--- src/rtl/priority_code_capture.sv ---
// Capture stage behind a 4-to-2 priority encoder. It registers {A,B,v}, detects a new or changed
// valid code, and queues each event code in a show-ahead FIFO with drop accounting.
module priority_code_capture #(
   parameter int DEPTH = 4,
   parameter int CNT_W = 8
) (
   input  logic                     clk,
   input  logic                     rst,
   input  logic                     A,
   input  logic                     B,
   input  logic                     v,
   output logic [1:0]               out_code,
   output logic                     out_valid,
   input  logic                     out_ready,
   output logic [$clog2(DEPTH):0]   fifo_count,
   output logic                     overflow,
   output logic [CNT_W-1:0]         drop_cnt,
   input  logic                     clear_drop
);
   localparam int AW = $clog2(DEPTH);
   localparam int CW = AW + 1;

   logic [1:0]    in_code, prev_code;
   logic          in_v, prev_v;
   logic [1:0]    mem [DEPTH];
   logic [AW-1:0] wr_ptr, rd_ptr;
   logic          evt, full, empty, pop, push, drop;

   // A code counts once per valid run, plus once more each time the code changes.
   assign evt   = in_v && (!prev_v || (in_code != prev_code));
   assign full  = (fifo_count == CW'(DEPTH));
   assign empty = (fifo_count == '0);
   assign pop   = !empty && out_ready;
   assign push  = evt && (!full || pop);
   assign drop  = evt && full && !pop;

   assign out_valid = !empty;
   assign out_code  = empty ? 2'b00 : mem[rd_ptr];

   always_ff @(posedge clk) begin
      if (rst) begin
         in_code    <= 2'b00;
         in_v       <= 1'b0;
         prev_code  <= 2'b00;
         prev_v     <= 1'b0;
         wr_ptr     <= '0;
         rd_ptr     <= '0;
         fifo_count <= '0;
         overflow   <= 1'b0;
         drop_cnt   <= '0;
      end else begin
         in_code   <= {A, B};
         in_v      <= v;
         prev_code <= in_code;
         prev_v    <= in_v;
         if (push) wr_ptr <= wr_ptr + AW'(1);
         if (pop)  rd_ptr <= rd_ptr + AW'(1);
         if (push && !pop)
            fifo_count <= fifo_count + CW'(1);
         else if (pop && !push)
            fifo_count <= fifo_count - CW'(1);
         // Clear takes priority over a drop landing on the same edge.
         if (clear_drop) begin
            overflow <= 1'b0;
            drop_cnt <= '0;
         end else if (drop) begin
            overflow <= 1'b1;
            if (drop_cnt != '1) drop_cnt <= drop_cnt + CNT_W'(1);
         end
      end
   end

   always_ff @(posedge clk) begin
      if (push && !rst) mem[wr_ptr] <= in_code;
   end
endmodule
--- config.mk ---
export PLATFORM = sky130hd
export DESIGN_NAME = priority_code_capture
export DESIGN_NICKNAME = d
export VERILOG_FILES = /design/src/rtl/priority_code_capture.sv
export SDC_FILE = /design/constraint.sdc
export NUM_CORES = 1
export LEC_CHECK = 0
export CORE_MARGIN = 2
export CORE_UTILIZATION = 50
export CTS_CLUSTER_SIZE = 40
export DETAILED_ROUTE_END_ITERATION = 8
export PLACE_DENSITY = 0.84
export SLEW_MARGIN = 20
export SYNTH_ARGS = -nofsm -noshare
export SYNTH_HDL_FRONTEND = slang
export SYNTH_SLANG_ARGS = --single-unit
export TNS_END_PERCENT = 20
--- constraint.sdc ---
create_clock -name clk -period 4.3 [get_ports clk]
set_input_delay 0.86 -clock clk [delete_from_list [all_inputs] [get_ports clk]]
set_output_delay 0.86 -clock clk [all_outputs]
set_load 0.03 [all_outputs]
==> metrics, run 1 <==
Post-layout nets 167; sequential element share of the synthesized area 51.4%; H-tree depth 2; ant diodes 0; cts bufs inserted 5; largest net degree at the start of global routing 18; first-pass GRT wire length 4270 um; cell row count 19; worst-margin pin slew 644 ps; Max Slew Vio Count 0; final setup vio count 0; DR vias 1,027; clk sinks 32; vias in the first global route 983; max cap viols 0; worst min path class reg2reg; clk_skew 7.82 ps; pwr dens 483 nW/um2; Async SR Flop Fraction 0%; cts hold-fix bufs 0; Setup Total Neg Slack 0 ps; area of the mapped netlist 1400 um2; Synth Instances 129; unrepaired setup endpoints after global routing false; crit start category input port; core area 2710 um2; CP Capture Type flip-flop; drc violations 0; r2r setup slk 1890 ps; WL final 2550 um; arrival time at the worst endpoint 3230 ps; Mapped Nets 143; Util after Layout 62.4%; Synth Area per Inst 10.9 um2; initial antenna violation count 0; Worst Reg2Reg Path Length in Cells 8; wire length per cell 13.8 um; Setup Fix Bufs, Post-CTS 0; CTS tree done; Slew HR 57.0%; Worst EP required 4550 ps; fmax 0.335 GHz; placer congestion estimate 0.766; area grow syn2layout 20.6%; Clock Tree Root clkbuf_4; YS warnings 0; fin crit share 69.4%; register clock-pin slew on the reported worst setup and hold paths 90 ps; synth unique cells 33; Setup crit end fifo_count[2]$_SDFFE_PP0P_; crit-path max FO 4; die area 3240 um2; starting density of the core 51.7%; Critical Path Source out_ready; layout cell share with drive strength beyond 1 7.79%; Die W 56.9 um; number of buffers added on ports 21; antenna viol nets, final 0; worst-skew pair later-pin latency 330 ps; Crit Path Category in2reg; First-pass DRT Iterations 4; r2r endpoint fifo_count[2]$_SDFFE_PP0P_; maximum vdd drop 0.000374 V; min cycle time layout 2980 ps; DR iter-0 viols 38; FF-to-FF Start fifo_count[0]$_SDFFE_PP0P_; Total GRT Usage 17.1%; worst hold stages 2; number of vias per cell 5.55; CTS resizes 0; post-DP HPWL 1880 um; Synth Flop Type dfxtp_1; post-synthesis sequential element count 32; IO Count 22; Leak 0.618 nW; Die H 56.9 um; Final Hold Vio Count 0; status finished, final reports clean; worst hold path startpoint overflow$_SDFFE_PP0P_; GRT overflow 0; EDFF count, synth 8; Longest Clk Path Bufs 2
==> stage by stage <==
stage	worst slack [ps]	area (um2)	total power, mW	hold WS, ps	std cells
2_1_floorplan	1660	1400	0.568	471	129
3_3_place_gp	1110	1630	0.649	465	177
3_5_place_dp	1020	1630	0.665	475	177
4_1_cts	1350	1680	0.820	498	185
5_1_grt	1190	1690	0.858	530	185
6_report	1320	1690	0.817	490	185
==> metal layers <==
| metal | part of all wire [%] | global-route usage, % | vias to the layer above |
|---|---|---|---|
| li1 | - | - | 513 |
| met1 | 44 | 21.8 | 486 |
| met2 | 50 | 27.1 | 23 |
| met3 | 4.1 | 4.54 | 5 |
| met4 | 1.4 | 8.31 | 0 |
| met5 | 0 | 0 | - |
==> state kept, by name (all words and copies together), names as in the netlist, named ones only <==
signal / cells
mem: 8
prev_v: 1
in_code: 2
fifo_count: 3
prev_code: 2
overflow: 1
wr_ptr: 2
drop_cnt: 8
rd_ptr: 2
in_v: 1
==> where the power goes <==
| part | switching (mW) | internal, mW |
|---|---|---|
| logic | 0.149 | 0.130 |
| registers | 0.0420 | 0.340 |
| clock network | 0.0936 | 0.0627 |
==> worst max-delay path, cell delays in order <==
cell and delay [ps]:
clkdlybuf4s50_1 500, or4b_2 640, o311a_1 200, ha_1 230, inv_1 80, fa_1 180
xor2_1 80, or3_1 320, a21oi_1 140
==> synthesized netlist by cell type, types with 2 or more instances <==
| cell type | n | area share (%) |
|---|---|---|
| and3_1 | 3 | 1.3 |
| a21oi_1 | 8 | 2.9 |
| mux4_2 | 2 | 3.2 |
| o31ai_1 | 3 | 1.6 |
| dfxtp_1 | 24 | 34 |
| clkbuf_1 | 2 | 0.54 |
| mux2i_1 | 2 | 1.4 |
| o21ai_0 | 5 | 1.8 |
| inv_1 | 4 | 1.1 |
| nand2_1 | 4 | 1.1 |
| or2_2 | 2 | 0.89 |
| nor2b_1 | 7 | 3.1 |
| nand3_1 | 4 | 1.4 |
| ha_1 | 6 | 5.4 |
| nor2_1 | 12 | 3.2 |
| and2_1 | 6 | 2.7 |
| xor2_1 | 6 | 3.7 |
| or4_1 | 3 | 1.6 |
| or3_1 | 4 | 1.8 |
| edfxtp_1 | 8 | 17 |
| o311a_1 | 2 | 1.4 |
==> cell usage in the layout (no fill, tap or decap), types with 2 or more instances in the layout <==
cell type / instances
a21oi_1: 8
clkbuf_4: 5
ha_1: 6
edfxtp_1: 8
clkbuf_1: 2
xor2_1: 6
o311a_1: 2
inv_1: 4
nor2b_1: 7
mux4_2: 2
or4_1: 3
o21ai_0: 5
mux2i_1: 2
clkdlybuf4s50_1: 21
nand2_1: 4
nand3_1: 4
and3_1: 3
o31ai_1: 3
and2_1: 6
or2_2: 2
or3_1: 4
dfxtp_1: 24
nor2_1: 12
==> cells by family (layout without fill, tap and decap cells) <==
family                     Yosys count  in the layout  share of synthesized area, %
xor gates and xnor gates             7              7                          4.38
AOI/OAI and AO/OA                   21             21                          9.46
adders and majority gates            7              7                          6.79
and+or+nand+nor                     50             50                          21.1
muxes                                4              4                          4.64
DFF                                 32             32                          51.4
buffers and inverters                8             33                          2.23
==> layout make-up <==
cell class	count	area, um2
Fill cell	227	1020
Sequential cell	32	721
Multi-Input combinational cell	89	657
Timing Repair Buffer	21	210
Clock buffer	7	45.0
Tap cell	31	38.8
Inverter	4	15.0
Clock inverter	1	3.75
==> worst min-delay path by stage <==
stage | slack, ps | endpoint
after floorplan | 470 | prev_v$_SDFF_PP0_
after global placement | 460 | overflow$_SDFFE_PP0P_
after detailed placement | 480 | overflow$_SDFFE_PP0P_
after CTS | 500 | overflow$_SDFFE_PP0P_
after global routing | 530 | overflow$_SDFFE_PP0P_
final | 490 | overflow$_SDFFE_PP0P_
(Power assumes the default switching activity.)
==> run 2: changes to the inputs <==
- CORE_UTILIZATION: 50 -> 47
- PLACE_DENSITY: 0.84 -> 0.83
- clock period: 4.3 -> 2.5 ns (I/O delays scaled with it)
==> run 2 against run 1 <==
- the run now ends with DRC left
- non-clock buffer count up 5
- die area up 5.9%
- clock power up 74%
- flip-flop and latch count unchanged
- sequential share of layout area down 0.87 points
- hold slack better by 3.5 ps
- count of clock-buffer cells in the layout unchanged
- utilization down 0.87 points
- clock skew up 6.7 ps
- combinational power up 73%
- sequential power up 70%
- via count up 0.19%
- critical path type unchanged
- largest power group unchanged
==> metrics, run 2 (synthesis results as in run 1) <==
WL final 2520 um (was 2550 um); Final Hold Vio Count 0 (unchanged); GRT overflow 0 (unchanged); Longest Clk Path Bufs 2 (unchanged); Total GRT Usage 17.1% (about the same); CTS tree done (unchanged); Area after DPL 1670 um2 (was 1630 um2); drc violations 2 (was 0); core area 2810 um2 (was 2710 um2); Slew HR 45.8% (was 57.0%); cell row count 19 (unchanged); clk_skew 14.5 ps (was 7.82 ps); biggest regs drop_cnt: 8 flops, mem: 8 flops, fifo_count: 3 flops (unchanged); post-DP HPWL 1860 um (was 1880 um); worst hold slack 494 ps (was 490 ps); failing checks DRC; Die H 58.6 um (was 56.9 um); Post-layout nets 172 (was 167); fmax 0.411 GHz; DR vias 1,029 (was 1,027); H-tree depth 2 (unchanged); Critical Path Source out_ready (unchanged); worst min path class reg2reg (unchanged); ant diodes 0 (unchanged); CP Cell Sequence clkdlybuf4s50_1 -> or4b_2 -> o311a_1 -> ha_2 -> inv_1 -> fa_1 -> xor2_1 -> or3_1 -> a21oi_1 (was clkdlybuf4s50_1 -> or4b_2 -> o311a_1 -> ha_1 -> inv_1 -> fa_1 -> xor2_1 -> or3_1 -> a21oi_1); cts bufs inserted 5 (unchanged); crit start category input port (unchanged); first-pass GRT wire length 4240 um (was 4270 um); worst-skew pair later-pin latency 330 ps (about the same); Worst EP required 2760 ps (was 4550 ps); IO Count 22 (unchanged); crit-path max FO 2 (was 4); DR iter-0 viols 51 (was 38); initial antenna violation count 0 (unchanged); number of buffers added on ports 21 (unchanged); multi-input gate area in the final layout 652 um2 (was 657 um2); clk sinks 32 (unchanged); commonest non-fill, non-tap cell in the layout dfxtp_1 (unchanged); layout cell share with drive strength beyond 1 11.3% (was 7.79%); worst hold path startpoint overflow$_SDFFE_PP0P_ (unchanged); unrepaired setup endpoints after global routing false (unchanged); cts hold-fix bufs 0 (unchanged); antenna viol nets, final 0 (unchanged); Die W 58.6 um (was 56.9 um); vias in the first global route 987 (was 983); starting density of the core 50.0% (was 51.7%); maximum vdd drop 0.000368 V (was 0.000374 V); Crit Path Category in2reg (unchanged); wire length per cell 13.3 um (was 13.8 um); Clock Tree Root clkbuf_4 (unchanged); Overall Power 1.40 mW (was 0.817 mW); min cycle time layout 2430 ps; Register Area 721 um2 (unchanged); Leak 0.661 nW (was 0.618 nW); slowest CP cell or4b_2 (unchanged); Critical Path Max Stage Delay 610 ps (was 640 ps); Fillers 238 (was 227); Max Slew Vio Count 0 (unchanged); worst-margin pin slew 800 ps (was 644 ps); max cap viols 0 (unchanged); CP Capture Type flip-flop (unchanged); die area 3430 um2 (was 3240 um2); First-pass DRT Iterations 6 (was 4); number of vias per cell 5.42 (was 5.55); final setup vio count 0 (unchanged); register clock-pin slew on the reported worst setup and hold paths 100 ps (was 90 ps); Util after Layout 61.5% (was 62.4%); placer congestion estimate 0.793 (was 0.766); FF-to-FF Start fifo_count[0]$_SDFFE_PP0P_ (unchanged); fin crit share 97.3%; arrival time at the worst endpoint 2690 ps (was 3230 ps); Setup Total Neg Slack 0 ps (unchanged); area grow syn2layout 23.1% (was 20.6%); largest net degree at the start of global routing 12 (was 18); pwr dens 814 nW/um2 (was 483 nW/um2); post-route cell area 1730 um2 (was 1690 um2); status complete, but fails checks (was finished, final reports clean); most frequent cells in the layout 24 x dfxtp_1, 19 x clkdlybuf4s50_1, 12 x nor2_1 (was 24 x dfxtp_1, 21 x clkdlybuf4s50_1, 12 x nor2_1)
-- run 2: cell count changes in the layout (fill, tap and decap cells not counted) --
cell / previous run / this run
buf_4: 0 / 5
clkdlybuf4s50_1: 21 / 19
clkinv_1: 1 / 0
clkinv_2: 0 / 1
dlygate4sd2_1: 0 / 1
dlymetal6s2s_1: 0 / 1
ha_1: 6 / 5
ha_2: 0 / 1
o311ai_1: 0 / 1
o311ai_2: 1 / 0
-- run 2: worst max-delay path, delay by kind of cell --
family	cells	cell delay (ps)
buffers and inverters	2	490
XOR/XNOR	1	80
AND/OR/NAND/NOR	2	920
adder cells (fa/ha/maj)	2	370
AO/OA/AOI/OAI	2	300
-- run 2: final timing paths --
| path | to | slack, ps | depth (start not counted) |
|---|---|---|---|
| max reg2reg | fifo_count[2]$_SDFFE_PP0P_ | 190 | 8 |
| min reg2reg | overflow$_SDFFE_PP0P_ | 490 | 2 |
| max | fifo_count[2]$_SDFFE_PP0P_ | 70 | 9 |
| min | overflow$_SDFFE_PP0P_ | 490 | 2 |
-- run 2: final cells by class --
class                      count  area share [%]
sequential                    32            41.8
multi-input combinational     89            37.8
timing repair buffer          26            14.4
clock buffer                   7            2.61
tap                           31            2.25
inverter                       4           0.870
clock inverter                 1           0.290
-- run 2: routing by layer --
| metal | track usage (%) | routed length, um |
|---|---|---|
| met1 | 19.5 | 1060 |
| met2 | 27.1 | 1270 |
| met3 | 5.93 | 133 |
| met4 | 11.4 | 61 |
| met5 | 0 | 0 |
-- run 2: repair_timing --
action                                 in CTS  in global routing
pin swaps                                   0                  0
setup buffers                               0                  0
endpoints found under the hold margin       0                  0
setup endpoints to repair                   1                  3
resized for setup                           1                  2
-- run 2: per-stage QoR --
| stage | worst slack, ps | instances |
|---|---|---|
| after detailed placement | -277 | 182 |
| final | 68.0 | 190 |
| after CTS | 12.8 | 190 |
| after floorplan | 11.4 | 129 |
| after global routing | 20.8 | 190 |
| after global placement | -170 | 182 |
-- run 2: power breakdown --
| part | switching, mW | internal (mW) |
|---|---|---|
| logic | 0.254 | 0.228 |
| clock network | 0.161 | 0.109 |
| registers | 0.0669 | 0.584 |
